## config.mk

```make
export PLATFORM = sky130hd
export DESIGN_NAME = sev_seg_scanner
export DESIGN_NICKNAME = d
export VERILOG_FILES = /design/src/rtl/sev_seg_scanner.sv
export SDC_FILE = /design/constraint.sdc
export NUM_CORES = 1
export LEC_CHECK = 0
export CORE_AREA = 2 2 85 87
export CTS_CLUSTER_DIAMETER = 40
export DETAILED_ROUTE_END_ITERATION = 6
export DIE_AREA = 0 0 87 89
export PLACE_DENSITY = 0.76
export SLEW_MARGIN = 15
export SYNTH_ARGS = -nofsm -noshare
export SYNTH_HDL_FRONTEND = slang
export SYNTH_SLANG_ARGS = --single-unit
```

## constraint.sdc

```tcl
create_clock -name clk -period 5.08 [get_ports clk]
set_clock_uncertainty 0.05 [all_clocks]
set_input_delay 0.762 -clock clk [delete_from_list [all_inputs] [get_ports clk]]
set_output_delay 0.762 -clock clk [all_outputs]
set_load 0.01 [all_outputs]
```

## src/rtl/sev_seg_scanner.sv

```systemverilog
// Four-digit multiplexed seven-segment driver with per-slot blanking
// and frame-synchronous commit of the displayed value.
module sev_seg_scanner #(
    parameter int SCAN_DIV     = 50000,
    parameter int BLANK_CYCLES = 16
) (
    input  logic        clk,
    input  logic        rst_n,
    input  logic        wr_en,
    input  logic [15:0] wr_data,
    input  logic [3:0]  wr_mask,
    output logic [15:0] rd_data,
    output logic [6:0]  segments,
    output logic [3:0]  select,
    output logic        frame_done
);

    localparam int CW = (SCAN_DIV > 1) ? $clog2(SCAN_DIV) : 1;
    localparam logic [CW-1:0] CNT_MAX = CW'(SCAN_DIV - 1);
    localparam logic [CW-1:0] BLANK   = CW'(BLANK_CYCLES);

    logic [CW-1:0] cnt_q, cnt_d;
    logic [1:0]    slot_q, slot_d;
    logic [15:0]   pend_val_q, pend_val_d;
    logic [3:0]    pend_mask_q, pend_mask_d;
    logic          pend_vld_q, pend_vld_d;
    logic [15:0]   disp_val_q, disp_val_d;
    logic [3:0]    disp_mask_q, disp_mask_d;
    logic [6:0]    seg_q, seg_d;
    logic [3:0]    sel_q, sel_d;
    logic          fd_q, fd_d;

    logic          wrap;
    logic          commit;
    logic          lit;
    logic [3:0]    nib;

    function automatic logic [6:0] decode(input logic [3:0] n);
        logic [6:0] s;
        case (n)
            4'h0: s = 7'h40;
            4'h1: s = 7'h79;
            4'h2: s = 7'h24;
            4'h3: s = 7'h30;
            4'h4: s = 7'h19;
            4'h5: s = 7'h12;
            4'h6: s = 7'h02;
            4'h7: s = 7'h78;
            4'h8: s = 7'h00;
            4'h9: s = 7'h10;
            4'hA: s = 7'h08;
            4'hB: s = 7'h03;
            4'hC: s = 7'h46;
            4'hD: s = 7'h21;
            4'hE: s = 7'h06;
            default: s = 7'h0E;
        endcase
        return s;
    endfunction

    always_comb begin
        cnt_d       = cnt_q;
        slot_d      = slot_q;
        pend_val_d  = pend_val_q;
        pend_mask_d = pend_mask_q;
        pend_vld_d  = pend_vld_q;
        disp_val_d  = disp_val_q;
        disp_mask_d = disp_mask_q;
        sel_d       = 4'hF;
        seg_d       = 7'h7F;

        wrap   = (cnt_q == CNT_MAX);
        commit = wrap && (slot_q == 2'd3);

        cnt_d  = wrap ? '0 : cnt_q + CW'(1);
        slot_d = wrap ? slot_q + 2'd1 : slot_q;

        if (wr_en) begin
            pend_val_d  = wr_data;
            pend_mask_d = wr_mask;
        end

        // A write landing on the commit edge bypasses pending entirely
        if (commit) begin
            pend_vld_d = 1'b0;
            if (wr_en) begin
                disp_val_d  = wr_data;
                disp_mask_d = wr_mask;
            end else if (pend_vld_q) begin
                disp_val_d  = pend_val_q;
                disp_mask_d = pend_mask_q;
            end
        end else if (wr_en) begin
            pend_vld_d = 1'b1;
        end

        // Pins are registered, so they are computed from next-cycle state
        nib = 4'(disp_val_d >> {slot_d, 2'b00});
        lit = (cnt_d >= BLANK) && disp_mask_d[slot_d];
        if (lit) begin
            sel_d = ~(4'b0001 << slot_d);
            seg_d = decode(nib);
        end

        fd_d = (slot_d == 2'd3) && (cnt_d == CNT_MAX);
    end

    always_ff @(posedge clk or negedge rst_n) begin
        if (!rst_n) begin
            cnt_q       <= '0;
            slot_q      <= 2'd0;
            pend_val_q  <= 16'h0000;
            pend_mask_q <= 4'hF;
            pend_vld_q  <= 1'b0;
            disp_val_q  <= 16'h0000;
            disp_mask_q <= 4'hF;
            seg_q       <= 7'h7F;
            sel_q       <= 4'hF;
            fd_q        <= 1'b0;
        end else begin
            cnt_q       <= cnt_d;
            slot_q      <= slot_d;
            pend_val_q  <= pend_val_d;
            pend_mask_q <= pend_mask_d;
            pend_vld_q  <= pend_vld_d;
            disp_val_q  <= disp_val_d;
            disp_mask_q <= disp_mask_d;
            seg_q       <= seg_d;
            sel_q       <= sel_d;
            fd_q        <= fd_d;
        end
    end

    assign rd_data    = pend_val_q;
    assign segments   = seg_q;
    assign select     = sel_q;
    assign frame_done = fd_q;

endmodule
```

Word level (Yosys, flattened, before mapping)
Memories as Yosys holds them, arrays and structs flattened.
Cells that the tools add are included.
Widths: inputs -> output; s select.

word-level totals
  word-level logic and storage cells = 40
  output and inout bits = 28
  memory bits (read-only) = 112
  bits of input ports = 23
  register bits = 71
  memories = 1

cells by class
  add/sub/neg operators = 2
  bitwise operators = 1
  shift operators = 2
  $lt $le $gt $ge = 2
  multiplexer cells = 14
  reductions and logical operators = 4
  eq/ne operators = 4

memories
  memory           depth  width  rd ports  clocked after Yosys merged registers in  wr ports  line  RTL
  (no name shown)  16     7      1         0                                        0         40    case (n)

operators with widths
  cell                   count
  $mux 16                4
  $eq 16x16->1 const B   2
  $add 16x1->16 const B  1
  $ge 16x5->1 const B    1
  $mux 4                 4
  $shr 16x4->4           1
  $mux 7                 1
  $eq 2x2->1 const B     2
  $not 4->4              1
  $shl 1x2->4 const A    1
  $logic_and 1x1->1      3
  $lt 2x3->1 const B     1
  $mux 1                 3
  $add 2x1->2 const B    1
  $bmux 1 s2             1
  $mux 2                 1
  $reduce_bool 2->1      1

Logic depth before layout (Yosys ltp)
  depth in word-level cells = 7
  depth in mapped cells = 15
  depth with buffers taken out = 14

Worst setup path before layout
No wires, ideal clock.

  kind = register -> register
  start = register cnt_q[11]
  end = register seg_q[0], in the netlist segments[0]
  stages on the path, launching flop included = 13
  slack = 1521 ps
  data required time = 4949 ps
  clock period less this slack = 3559 ps
  library setup time = 81 ps
  path buffers = 1
  arrival = 3428 ps
  cell sequence = dfrtp_1 -> or3_4 -> nor4_4 -> mux2i_1 -> clkbuf_1 -> nor2_1 -> nand2_1 -> and4_1 -> inv_1 -> ha_1 -> or4_1 -> o21ai_1 -> o21ai_1

between the ends
  word-level cells in the longest chain between the ends = 7
  elaborated cells between the ends (all ways) = 14
  classes of those cells = 1 x add/sub; 1 x order compare; 1 x eq/ne; 1 x shift; 7 x mux; 2 x reduce/logical; 1 x memory

ends and longest elaborated chain
  what                                                                   line  RTL
  start: declaration                                                     22    logic [CW-1:0] cnt_q, cnt_d;
  start signal: assignment                                               121   cnt_q <= cnt_d;
  parallel branches: the longest is 6 deep, another holds $add 16x1->16  n/a
  $mux 7 (*)                                                             100   if (lit) begin
  net seg_d[0]                                                           29    logic [6:0] seg_q, seg_d;
  end signal: assignment                                                 128   seg_q <= seg_d;
  end: declaration                                                       29

Mark *: on every way through the listed nets, which the timed path passes. The select of a mux whose other input is x is not followed.
A chain may end at the register's enable or synchronous reset.

Worst setup path in the final report
  start = register cnt_q[11]
  end = register seg_q[5], in the netlist segments[5]

between the ends
  elaborated cells between the ends (all ways) = 14
  classes of those cells = 1 x add/sub; 1 x order compare; 1 x eq/ne; 1 x shift; 7 x mux; 2 x reduce/logical; 1 x memory

RTL lines
  what                                                                  line  RTL
  $eq 16x16->1 (*)                                                      72    wrap = (cnt_q == CNT_MAX);
  $mux 2 (*)                                                            76    slot_d = wrap ? slot_q + 2'd1 : slot_q;
  net slot_d[1]                                                         23    logic [1:0] slot_q, slot_d;
  parallel branches: the longest is 3 deep, another holds $mem_v2 16x7  n/a
  $mux 7 (*)                                                            100
  net seg_d[5]                                                          29

Marked as above.

==> impl_metrics.json <==
{
  "place.gp.congestion": 0.846,
  "powerDensity_nw_per_um2": 266,
  "grt_max_degree": 72,
  "setup.worst_path.start_class": "flip-flop",
  "fin_setup_tns_ns": 0,
  "std_cell_rows": 30,
  "synthesis.area_per_instance_um2": 10.4,
  "finish.net_count": 429,
  "synth_cells": 347,
  "timing_hold_violations_final": 0,
  "place_area_um2": 4180,
  "clk-insertion-delay-late_ns": 0.34,
  "cts_tree": "built",
  "timing.critical_path.arrival_ns": 4.50,
  "route.detailed.vias_per_inst": 6.02,
  "yosys_warnings": 0,
  "synth-edff-count": 0,
  "synth_seq_cells": 71,
  "layout-area-overhead-vs-synth_pct": 21.4,
  "path_clk_slew_ns": 0.08,
  "antenna_cells": 0,
  "post_cts.repair.setup_buffers": 0,
  "seq_area_frac_synth_pct": 49.9,
  "unrepaired_setup_endpoints_after_global_routing": "false",
  "globalRouteOverflowTotal": 0,
  "setup_violations": 0,
  "portBuffers": 50,
  "ff_latch_area_um2": 1800,
  "r2r_start": "cnt_q[11]$_DFF_PN0_",
  "multi_input_area_um2": 1640,
  "ctsHtreeMaxLevel": 3,
  "drt-total-wl_um": 8280,
  "worst_ep_required_time_ns": 5.23,
  "routed_wire_length_per_instance_um": 17.1,
  "drc": 0,
  "grt_pass1_wl_um": 14200,
  "die_area_um2": 7740,
  "synth-main-ff-cell": "sky130_fd_sc_hd__dfrtp_1",
  "grt_pass1_vias": 2966,
  "fillers": 536,
  "drt_iter0_markers": 189,
  "clock_path_buffers": 2,
  "tritoncts.num_buffers": 9,
  "layout_worst_path_cycle_share_pct": 85.6,
  "vdd_drop_max_mv": 0.177,
  "timing.setup.critical_path_class": "reg2reg",
  "cell_area_after_layout_um2": 4390,
  "outcome": "complete, no violations",
  "dp.final_hpwl_um": 5830,
  "crit_path_max_fo": 11,
  "max_slew.worst_pin.slew_ns": 1.02,
  "initial_core_util_pct": 53.7,
  "layout-drive-gt1-share_pct": 16.9,
  "worstHoldPathType": "reg2reg",
  "io-pin-count": 51,
  "global_route.usage.total_pct": 23.7,
  "maxSlewHeadroom_pct": 31.6,
  "cts.repair.resized": 0,
  "drv_cap": 0,
  "core_area_um2": 6720,
  "ant_nets": 0,
  "synthDistinctLibCells": 58,
  "drv_slew": 0,
  "routed-via-count": 2906,
  "clock_period_minus_worst_slack_ns": 4.35,
  "antenna_violations_before_repair": 0,
  "syn_nets": 378,
  "synth-async-reset-ratio_pct": 100,
  "fmax_mhz": 230,
  "clkSinkCount": 71,
  "drt_pre_antenna_iters": 5,
  "leakage_nw": 1.89,
  "worst_r2r_setup_slack_ns": 0.73,
  "clock_tree.root_cell": "sky130_fd_sc_hd__clkbuf_8",
  "timing.hold.worst.start": "cnt_q[0]$_DFF_PN0_",
  "die_w_um": 87,
  "critical_path.startpoint": "cnt_q[11]$_DFF_PN0_",
  "postCtsHoldBufs": 0,
  "netlist_area_before_placement_um2": 3610,
  "worst_setup_path_end_kind": "flip-flop",
  "floorplan.die.height_um": 89
}
## logic make-up after synthesis
kind of cell	synth area share, %
and+or+nand+nor	15.6
AOI/OAI and AO/OA	14.4
DFF	49.9
buffers and inverters	5.02
muxes	9.46
xor gates and xnor gates	2.91
adders and majority gates	2.77
## worst max-delay path: stages (launching register included)
cell and delay, ns:
sky130_fd_sc_hd__dfrtp_1 0.44, sky130_fd_sc_hd__or3_4 0.44, sky130_fd_sc_hd__nor4_4 0.57, sky130_fd_sc_hd__mux2i_1 0.64
sky130_fd_sc_hd__clkinv_2 0.34, sky130_fd_sc_hd__mux2i_1 0.20, sky130_fd_sc_hd__mux4_2 0.47, sky130_fd_sc_hd__a31oi_1 0.76
sky130_fd_sc_hd__o221ai_1 0.29
## report_power, final
group          switching [mW]  leakage, nW  total, mW  internal, mW
clock                   0.211       0.0981      0.449         0.237
sequential             0.0111        0.844      0.602         0.591
combinational          0.0547        0.947      0.117        0.0623
total                   0.277         1.89       1.17         0.891
## synthesized netlist by cell type, drive strengths merged (6+ instances only)
cell	instances	area [µm²]
dfrtp	52	1300
nand2	27	101
inv	25	93.8
nor2	21	78.8
dfstp	19	499
mux2	18	206
o21ai	16	80.1
nand3	13	65.1
a21oi	12	60.1
clkbuf	12	45.0
nor3	11	55.1
mux2i	9	90.1
ha	8	100
o22ai	8	50.1
xor2	8	70.1
o211ai	7	52.6
a31oi	6	37.5
nand2b	6	37.5
## metal layers
metal	share of wire [%]	wire length [µm]	track usage (%)
met5	0	0	0
met2	48	4010	38.7
met1	45	3740	31.8
met3	5.5	454	5.17
met4	0.89	74	7.53
## layout make-up
type | count | area share (%)
flip-flops and latches | 71 | 41.1
multi-input cells | 233 | 37.5
repair buffers | 56 | 12.3
inverters | 27 | 2.34
well taps | 80 | 2.28
clock inverters | 6 | 1.37
clock buffers | 10 | 3.14
## metrics by stage
step                      setup slack (ns)  utilization, %  total power [mW]  hold WS (ns)  cells
after floorplan                       1.52               -             0.661         0.416    347
after global placement                1.01            62.2             0.727         0.440    467
after detailed placement             0.833            62.2             0.730         0.451    467
after CTS                            0.788            65.1              1.18         0.469    483
after global routing                 0.431            65.3              1.22         0.489    483
final                                0.734            65.3              1.17         0.473    483
## final timing paths
kind	end	cells past startpoint
setup / recovery	segments[5]$_DFF_PN1_	8
hold / removal	cnt_q[0]$_DFF_PN0_	1
setup reg to reg	segments[5]$_DFF_PN1_	8
hold reg to reg	cnt_q[0]$_DFF_PN0_	1
max in group asynchronous	disp_val_q[1]$_DFF_PN0_	2
min in group asynchronous	cnt_q[10]$_DFF_PN0_	2
## layout by cell type, fill, tap and decap left out, drive strengths merged, types with 5 or more instances in the layout
master,Yosys,final
mux2i,9,9
a21oi,12,12
xor2,8,8
nand2,27,27
dfrtp,52,52
ha,8,8
nor3,11,11
clkbuf,12,10
inv,25,25
clkinv,2,5
clkdlybuf4s50,0,49
a31oi,6,6
nor2,21,21
nand3,13,13
o22ai,8,8
o21ai,16,16
dfstp,19,19
buf,4,7
mux2,18,18
o211ai,7,7
nand2b,6,6
## sequential cells by signal (all words and copies together) (netlist names)
| register | flops |
|---|---|
| cnt_q | 16 |
| disp_val_q | 16 |
| rd_data | 16 |
| segments | 7 |
| disp_mask_q | 4 |
| pend_mask_q | 4 |
| select | 4 |
| slot_q | 2 |
| frame_done | 1 |
| pend_vld_q | 1 |
Note: power is estimated with default switching activity, not from simulation.
